### src/rtl/encap_packet_stream.sv
// Packet encapsulator: captures one DFX word plus header on grant and streams NUM_FLITS {payload, header} flits.
// Optional ENCAP_PKT_CNT_EN adds saturating sent/abort packet counters.
module encap_packet_stream #(
    parameter int DATA_DFX_WIDTH    = 1034,
    parameter int HEADER_WIDTH      = 9,
    parameter int AURORA_DATA_WIDTH = 64
) (
    input  logic                         clk,
    input  logic                         rst,
    input  logic [DATA_DFX_WIDTH-1:0]    data_dfx_send,
    input  logic [HEADER_WIDTH-1:0]      header_pkt_send,
    input  logic                         arbiter_gnt,
    input  logic                         encap_abort,
    input  logic                         tx_ready,
    output logic [AURORA_DATA_WIDTH-1:0] data_in_port_0,
    output logic                         data_encap_valid,
    output logic                         data_encap_last,
    output logic                         ready_encap_dfx
`ifdef ENCAP_PKT_CNT_EN
    ,
    output logic [15:0]                  pkt_sent_cnt,
    output logic [15:0]                  pkt_abort_cnt
`endif
);
    localparam int PAYLOAD_WIDTH = AURORA_DATA_WIDTH - HEADER_WIDTH;
    localparam int NUM_FLITS     = (DATA_DFX_WIDTH + PAYLOAD_WIDTH - 1) / PAYLOAD_WIDTH;
    localparam int IDX_WIDTH     = (NUM_FLITS > 1) ? $clog2(NUM_FLITS) : 1;
    localparam int SHIFT_WIDTH   = NUM_FLITS * PAYLOAD_WIDTH;
    localparam logic [IDX_WIDTH-1:0] LAST_IDX = IDX_WIDTH'(NUM_FLITS - 1);

    typedef enum logic {S_IDLE, S_SEND} state_t;

    state_t                   r_state, w_state_nxt;
    logic [SHIFT_WIDTH-1:0]   r_shift, w_shift_nxt;
    logic [HEADER_WIDTH-1:0]  r_hdr,   w_hdr_nxt;
    logic [IDX_WIDTH-1:0]     r_idx,   w_idx_nxt;
    logic [IDX_WIDTH-1:0]     w_idx_inc;
    logic                     r_valid, w_valid_nxt;
    logic                     r_last,  w_last_nxt;
    logic                     r_ready, w_ready_nxt;

    assign w_idx_inc = r_idx + 1'b1;

    always_comb begin
        w_state_nxt = r_state;
        w_shift_nxt = r_shift;
        w_hdr_nxt   = r_hdr;
        w_idx_nxt   = r_idx;
        w_valid_nxt = r_valid;
        w_last_nxt  = r_last;
        w_ready_nxt = r_ready;
        unique case (r_state)
            S_IDLE: begin
                if (arbiter_gnt) begin
                    // Zero-extension into the wider shift register pads the final flit.
                    w_shift_nxt = SHIFT_WIDTH'(data_dfx_send);
                    w_hdr_nxt   = header_pkt_send;
                    w_idx_nxt   = '0;
                    w_valid_nxt = 1'b1;
                    w_last_nxt  = (LAST_IDX == '0);
                    w_ready_nxt = 1'b0;
                    w_state_nxt = S_SEND;
                end
            end
            S_SEND: begin
                if (encap_abort) begin
                    w_valid_nxt = 1'b0;
                    w_last_nxt  = 1'b0;
                    w_ready_nxt = 1'b1;
                    w_state_nxt = S_IDLE;
                end else if (r_valid && tx_ready) begin
                    if (r_idx == LAST_IDX) begin
                        w_valid_nxt = 1'b0;
                        w_last_nxt  = 1'b0;
                        w_ready_nxt = 1'b1;
                        w_state_nxt = S_IDLE;
                    end else begin
                        w_shift_nxt = r_shift >> PAYLOAD_WIDTH;
                        w_idx_nxt   = w_idx_inc;
                        w_last_nxt  = (w_idx_inc == LAST_IDX);
                    end
                end
            end
            default: w_state_nxt = S_IDLE;
        endcase
    end

    always_ff @(posedge clk) begin
        if (rst) begin
            r_state <= S_IDLE;
            r_shift <= '0;
            r_hdr   <= '0;
            r_idx   <= '0;
            r_valid <= 1'b0;
            r_last  <= 1'b0;
            r_ready <= 1'b1;
        end else begin
            r_state <= w_state_nxt;
            r_shift <= w_shift_nxt;
            r_hdr   <= w_hdr_nxt;
            r_idx   <= w_idx_nxt;
            r_valid <= w_valid_nxt;
            r_last  <= w_last_nxt;
            r_ready <= w_ready_nxt;
        end
    end

    assign data_in_port_0   = {r_shift[PAYLOAD_WIDTH-1:0], r_hdr};
    assign data_encap_valid = r_valid;
    assign data_encap_last  = r_last;
    assign ready_encap_dfx  = r_ready;

`ifdef ENCAP_PKT_CNT_EN
    logic        w_sent, w_abort_taken;
    logic [15:0] r_pkt_sent, r_pkt_abort;

    assign w_abort_taken = (r_state == S_SEND) && encap_abort;
    assign w_sent        = (r_state == S_SEND) && !encap_abort && r_valid && tx_ready
                           && (r_idx == LAST_IDX);

    always_ff @(posedge clk) begin
        if (rst) begin
            r_pkt_sent  <= '0;
            r_pkt_abort <= '0;
        end else begin
            if (w_sent && (r_pkt_sent != '1))
                r_pkt_sent <= r_pkt_sent + 1'b1;
            if (w_abort_taken && (r_pkt_abort != '1))
                r_pkt_abort <= r_pkt_abort + 1'b1;
        end
    end

    assign pkt_sent_cnt  = r_pkt_sent;
    assign pkt_abort_cnt = r_pkt_abort;
`endif
endmodule

### config.mk
export PLATFORM = sky130hd
export DESIGN_NAME = encap_packet_stream
export DESIGN_NICKNAME = d
export VERILOG_FILES = /design/src/rtl/encap_packet_stream.sv
export SDC_FILE = /design/constraint.sdc
export NUM_CORES = 2
export LEC_CHECK = 0
export CAP_MARGIN = 30
export CORE_AREA = 2 2 434 436
export CTS_CLUSTER_DIAMETER = 40
export CTS_CLUSTER_SIZE = 12
export DETAILED_ROUTE_END_ITERATION = 16
export DIE_AREA = 0 0 436 438
export PLACE_DENSITY_LB_ADDON = 0.2
export SYNTH_ARGS = -nofsm -noshare
export SYNTH_HDL_FRONTEND = slang
export SYNTH_SLANG_ARGS = --single-unit
### constraint.sdc
create_clock -name clk -period 2.1 [get_ports clk]
set_clock_uncertainty 0.1 [all_clocks]
set_input_delay 0.315 -clock clk [delete_from_list [all_inputs] [get_ports clk]]
set_output_delay 0.315 -clock clk [all_outputs]
set_load 0.005 [all_outputs]
Yosys cells after proc, flatten, opt, wreduce, memory -nomap -nowiden
Cells that the tools add are included.

Bits in registers: 1063. Output and inout bits: 67. Input port bits: 1048. Word-level logic and storage cells: 51.

Reduce and logical (&&, ||, !) cells: 5. Multiplexer cells: 29. Add/subtract/negate cells: 1. Bitwise logic cells: 1. Eq/ne operators: 8.

Operators by type and width (number): 1045-bit 2-to-1 mux (4); 1045-bit case mux with 2 select lines (1); 5-bit 2-to-1 mux (4); 1-bit 2-to-1 mux (15); 5-bit == test (second input constant) (2); 5-bit case mux with 2 select lines (1); 1-bit case mux with 2 select lines (4); 2-bit inequality test (second input constant) (3); 3-bit by 2-bit inequality test with 1-bit output (second input constant) (2); 5-bit by 1-bit adder with 5-bit output (second input constant) (1); 2-bit AND reduction (2); 4-bit AND reduction (1); 3-bit AND reduction (1); 2-bit by 1-bit inequality test with 1-bit output (second input constant) (1); 1-bit logical AND (1); 1-bit inverter (1).

Logic depth before layout (Yosys ltp)
Depth in word-level cells: 6. Depth in mapped cells: 8. Depth with buffers taken out: 5.

Worst setup path before layout
OpenSTA, ideal clock, no wires.

Path type: register to register. Start: register r_idx[0]. End: register r_shift[770]. Arrival time: 1737 ps. Path slack: 129 ps. Setup time: 134 ps. Required time: 1866 ps. Stages on the path, launching flop included: 9. Period minus slack after synthesis: 1971 ps. Buffers on the path: 3. Cell sequence: dfxtp_1 inv_1 ha_1 and4bb_2 o21ai_2 buf_2 buf_4 buf_2 a211oi_1.

Word-level cells in the longest chain between the ends: 3.

Ends and longest elaborated chain: start: declaration (RTL line 36) `logic [IDX_WIDTH-1:0] r_idx, w_idx_nxt;`; start signal: assignment (RTL line 101) `r_idx <= w_idx_nxt;`; 5-bit == test (RTL line 72) `if (r_idx == LAST_IDX) begin`; 2-bit inequality test (no source line); 4-bit AND reduction (no source line); end signal: assignment (RTL line 99) `r_shift <= w_shift_nxt;`; end: declaration (RTL line 34) `logic [SHIFT_WIDTH-1:0] r_shift, w_shift_nxt;`.

Every way passes these cells. A chain may end at the register's enable or synchronous reset.

Worst setup path in the final report
Start: register r_idx[0]. End: register r_shift[357].

Same word-level chain as after synthesis.

==> flow_metrics.env <==
export IMPL_crit_arrival_ns=2.66
export IMPL_synth_top_area_share_pct=42.1
export IMPL_hpwl_um=172000
export IMPL_max_freq_mhz=482
export IMPL_grt_first_pass_wirelength_um=335000
export IMPL_tns_ns=0
export IMPL_die_width_um=436
export IMPL_avgSynthCellArea_um2=10.3
export IMPL_power_density_mw_per_mm2=905
export IMPL_clock_sinks=1052
export IMPL_wl_per_cell_um=27.0
export IMPL_start_util_pct=26.8
export IMPL_ios=1115
export IMPL_yosys_cell_count_top_type="a211oi_1"
export IMPL_drt_wl_total_um=240000
export IMPL_overflow=0
export IMPL_synth_edff_count=0
export IMPL_maxSlewHeadroom_pct=57.6
export IMPL_finalSetupViolCount=0
export IMPL_syn_nets=5904
export IMPL_gp_congestion=0.900
export IMPL_timing_final_ws_setup_ns=0.0238
export IMPL_peakVddDrop_v=0.000754
export IMPL_clk_latency_ns=0.85
export IMPL_yosysSeqAreaShare_pct=42.1
export IMPL_worst_pin_slew_ns=0.636
export IMPL_highest_signal_layer="met5"
export IMPL_cp_max_fo=15
export IMPL_final_hold_viol_count=0
export IMPL_die_area_mm2=0.191
export IMPL_drt_iter0_drc=3604
export IMPL_netlist_cell_type_count=37
export IMPL_htree_num_levels=4
export IMPL_cts_root_buffer="clkbuf_16"
export IMPL_placementRows=159
export IMPL_die_y_um=438
export IMPL_cp_start_kind="register"
export IMPL_critPathCaptureType="register"
export IMPL_ant_nets=0
export IMPL_nFillCells=18300
export IMPL_crit_required_ns=2.69
export IMPL_synth_ff_type="dfxtp_1"
export IMPL_route_met2_wl_um=121000
export IMPL_leakagePower_nw=27.2
export IMPL_via_per_inst=5.35
export IMPL_yosys_top_cells_count="1,958 x a211oi_1, 1,052 x dfxtp_1, 979 x mux2i_1"
export IMPL_synthCells=4853
export IMPL_syn_area_mm2=0.0500
export IMPL_maxCapViolCount=0
export IMPL_status="complete, no violations"
export IMPL_multi_input_area_mm2=0.0255
export IMPL_grt_util_all_layers_pct=23.4
export IMPL_ys_top_cells_by_area="dfxtp_1 42%, a211oi_1 29%, mux2i_1 20%"
export IMPL_drv_slew=0
export IMPL_fin_crit_ns=2.08
export IMPL_cts_made_buffers=209
export IMPL_grt_max_degree=118
export IMPL_core_area_mm2=0.187
export IMPL_grt_pass1_vias=48200
export IMPL_drive_above_1_share_pct=12.6
export IMPL_vias=47600
export IMPL_place_ws_ns=-0.389
export IMPL_post_synth_top_area_cell="dfxtp_1"
export IMPL_synth_seq_cells=1052
export IMPL_clk_pin_slew_ns=0.06
export IMPL_ff_latch_area_mm2=0.0211
export IMPL_wl_met3_um=12600
export IMPL_drc=0
export IMPL_cts_max_path_buffers=3
export IMPL_cts_tree="built"
export IMPL_rsz0062_at_grt="true"
export IMPL_antenna_found_initial=89
export IMPL_first_pass_iters=5
export IMPL_fin_crit_sh_pct=98.9
export IMPL_m1WireLength_um=98200
export IMPL_nNetsFinal=7208
export IMPL_placement_io_buffers=1114
export IMPL_yosys_warnings=0
export IMPL_criticalPathCategory="register to register"
export IMPL_async_flop_share_pct=0
export IMPL_hold_class="input port to register"
export IMPL_areaGrowthSynthToFinish_pct=54.0
-- where the power goes --
group	switching (mW)	total, mW	internal [mW]
logic	5.21	11.0	5.83
registers	1.43	23.3	21.8
clock network	12.1	35.4	23.3
total	18.8	69.7	50.9
-- layer usage --
| layer | vias up | track usage (%) |
|---|---|---|
| met3 | 406 | 4.65 |
| met1 | 23500 | 28.2 |
| met5 | - | 0 |
| met2 | 1526 | 40.3 |
| met4 | 56 | 10.2 |
| li1 | 22100 | - |
-- logic make-up after synthesis --
| logic type | Yosys count | share of synthesized area (%) |
|---|---|---|
| XOR/XNOR | 2 | 0.0350 |
| adder cells (fa/ha/maj) | 3 | 0.0751 |
| AND/OR/NAND/NOR | 39 | 0.425 |
| AO/OA/AOI/OAI | 2047 | 30.8 |
| flip-flops | 1052 | 42.1 |
| buffers and inverters | 731 | 6.93 |
| multiplexers | 979 | 19.6 |
-- repair_timing --
item,in CTS,in global routing
gates cloned,0,22
endpoints found under the setup margin,69,379
gates resized for setup,82,39
hold buffers,309,0
pin swaps,0,4
hold endpoints to repair,320,0
buffers inserted,0,9
-- worst paths after layout --
check	startpoint	to	slack, ns	cells past startpoint
worst max-delay path	r_idx[0]	r_shift[357]	0.02	8
worst min register to register	r_hdr[8]	r_hdr[8]	0.36	2
worst min-delay path	data_dfx_send[576]	r_shift[576]	0.06	3
worst max register to register	r_idx[0]	r_shift[357]	0.02	8
-- sequential cells by signal, summed over array words and instances, names as in the netlist --
| signal | cells |
|---|---|
| data_encap_valid | 1 |
| ready_encap_dfx | 1 |
| r_state | 1 |
| r_shift | 1034 |
| data_encap_last | 1 |
| r_hdr | 9 |
| r_idx | 5 |
-- worst max-delay path, cell delays in order, from the launching register on --
cell and delay [ns]:
dfxtp_2 0.32, inv_1 0.04, ha_1 0.19, and4bb_2 0.29, o21ai_4 0.29, buf_12 0.20, buf_12 0.18, clkbuf_16 0.20
a211oi_1 0.07
-- metrics by stage --
stage	power (mW)	utilization, %	instance area (µm²)	std cells	hold WS [ns]
detailed placement	34.0	35.1	65500	8101	0.349
global route	72.1	41.3	77000	8881	0.0298
floorplan	28.5	-	50000	4853	0.341
CTS	70.0	40.7	76000	8800	0.000590
finish	69.7	41.3	77000	8892	0.0564
global placement	33.9	35.1	65500	8101	0.342
-- area by class of cell --
cell class | count | area share [%]
Tap cell | 2495 | 4.05
Timing Repair Buffer | 1818 | 25.5
Clock inverter | 135 | 2.24
Sequential cell | 1052 | 27.4
Multi-Input combinational cell | 3070 | 33.2
Inverter | 6 | 0.0292
Antenna cell | 61 | 0.198
Clock buffer | 255 | 7.46
-- cell usage in the layout, fill, tap and decap left out, types with 13 or more instances in the layout --
master and count:
a211oi_1 1953, clkdlybuf4s50_1 1046, dfxtp_1 1042, mux2i_1 978
dlygate4sd3_1 309, clkbuf_16 232, buf_4 212, buf_12 129
dlygate4sd2_1 66, diode_2 61, a22o_1 55, clkinv_2 36
clkbuf_8 32, bufinv_16 31, clkinvlp_4 31, buf_16 23
nand2_1 19, clkinv_4 17, a21oi_1 16, inv_6 14
clkbuf_1 13
Note: power is estimated with default switching activity, not from simulation.
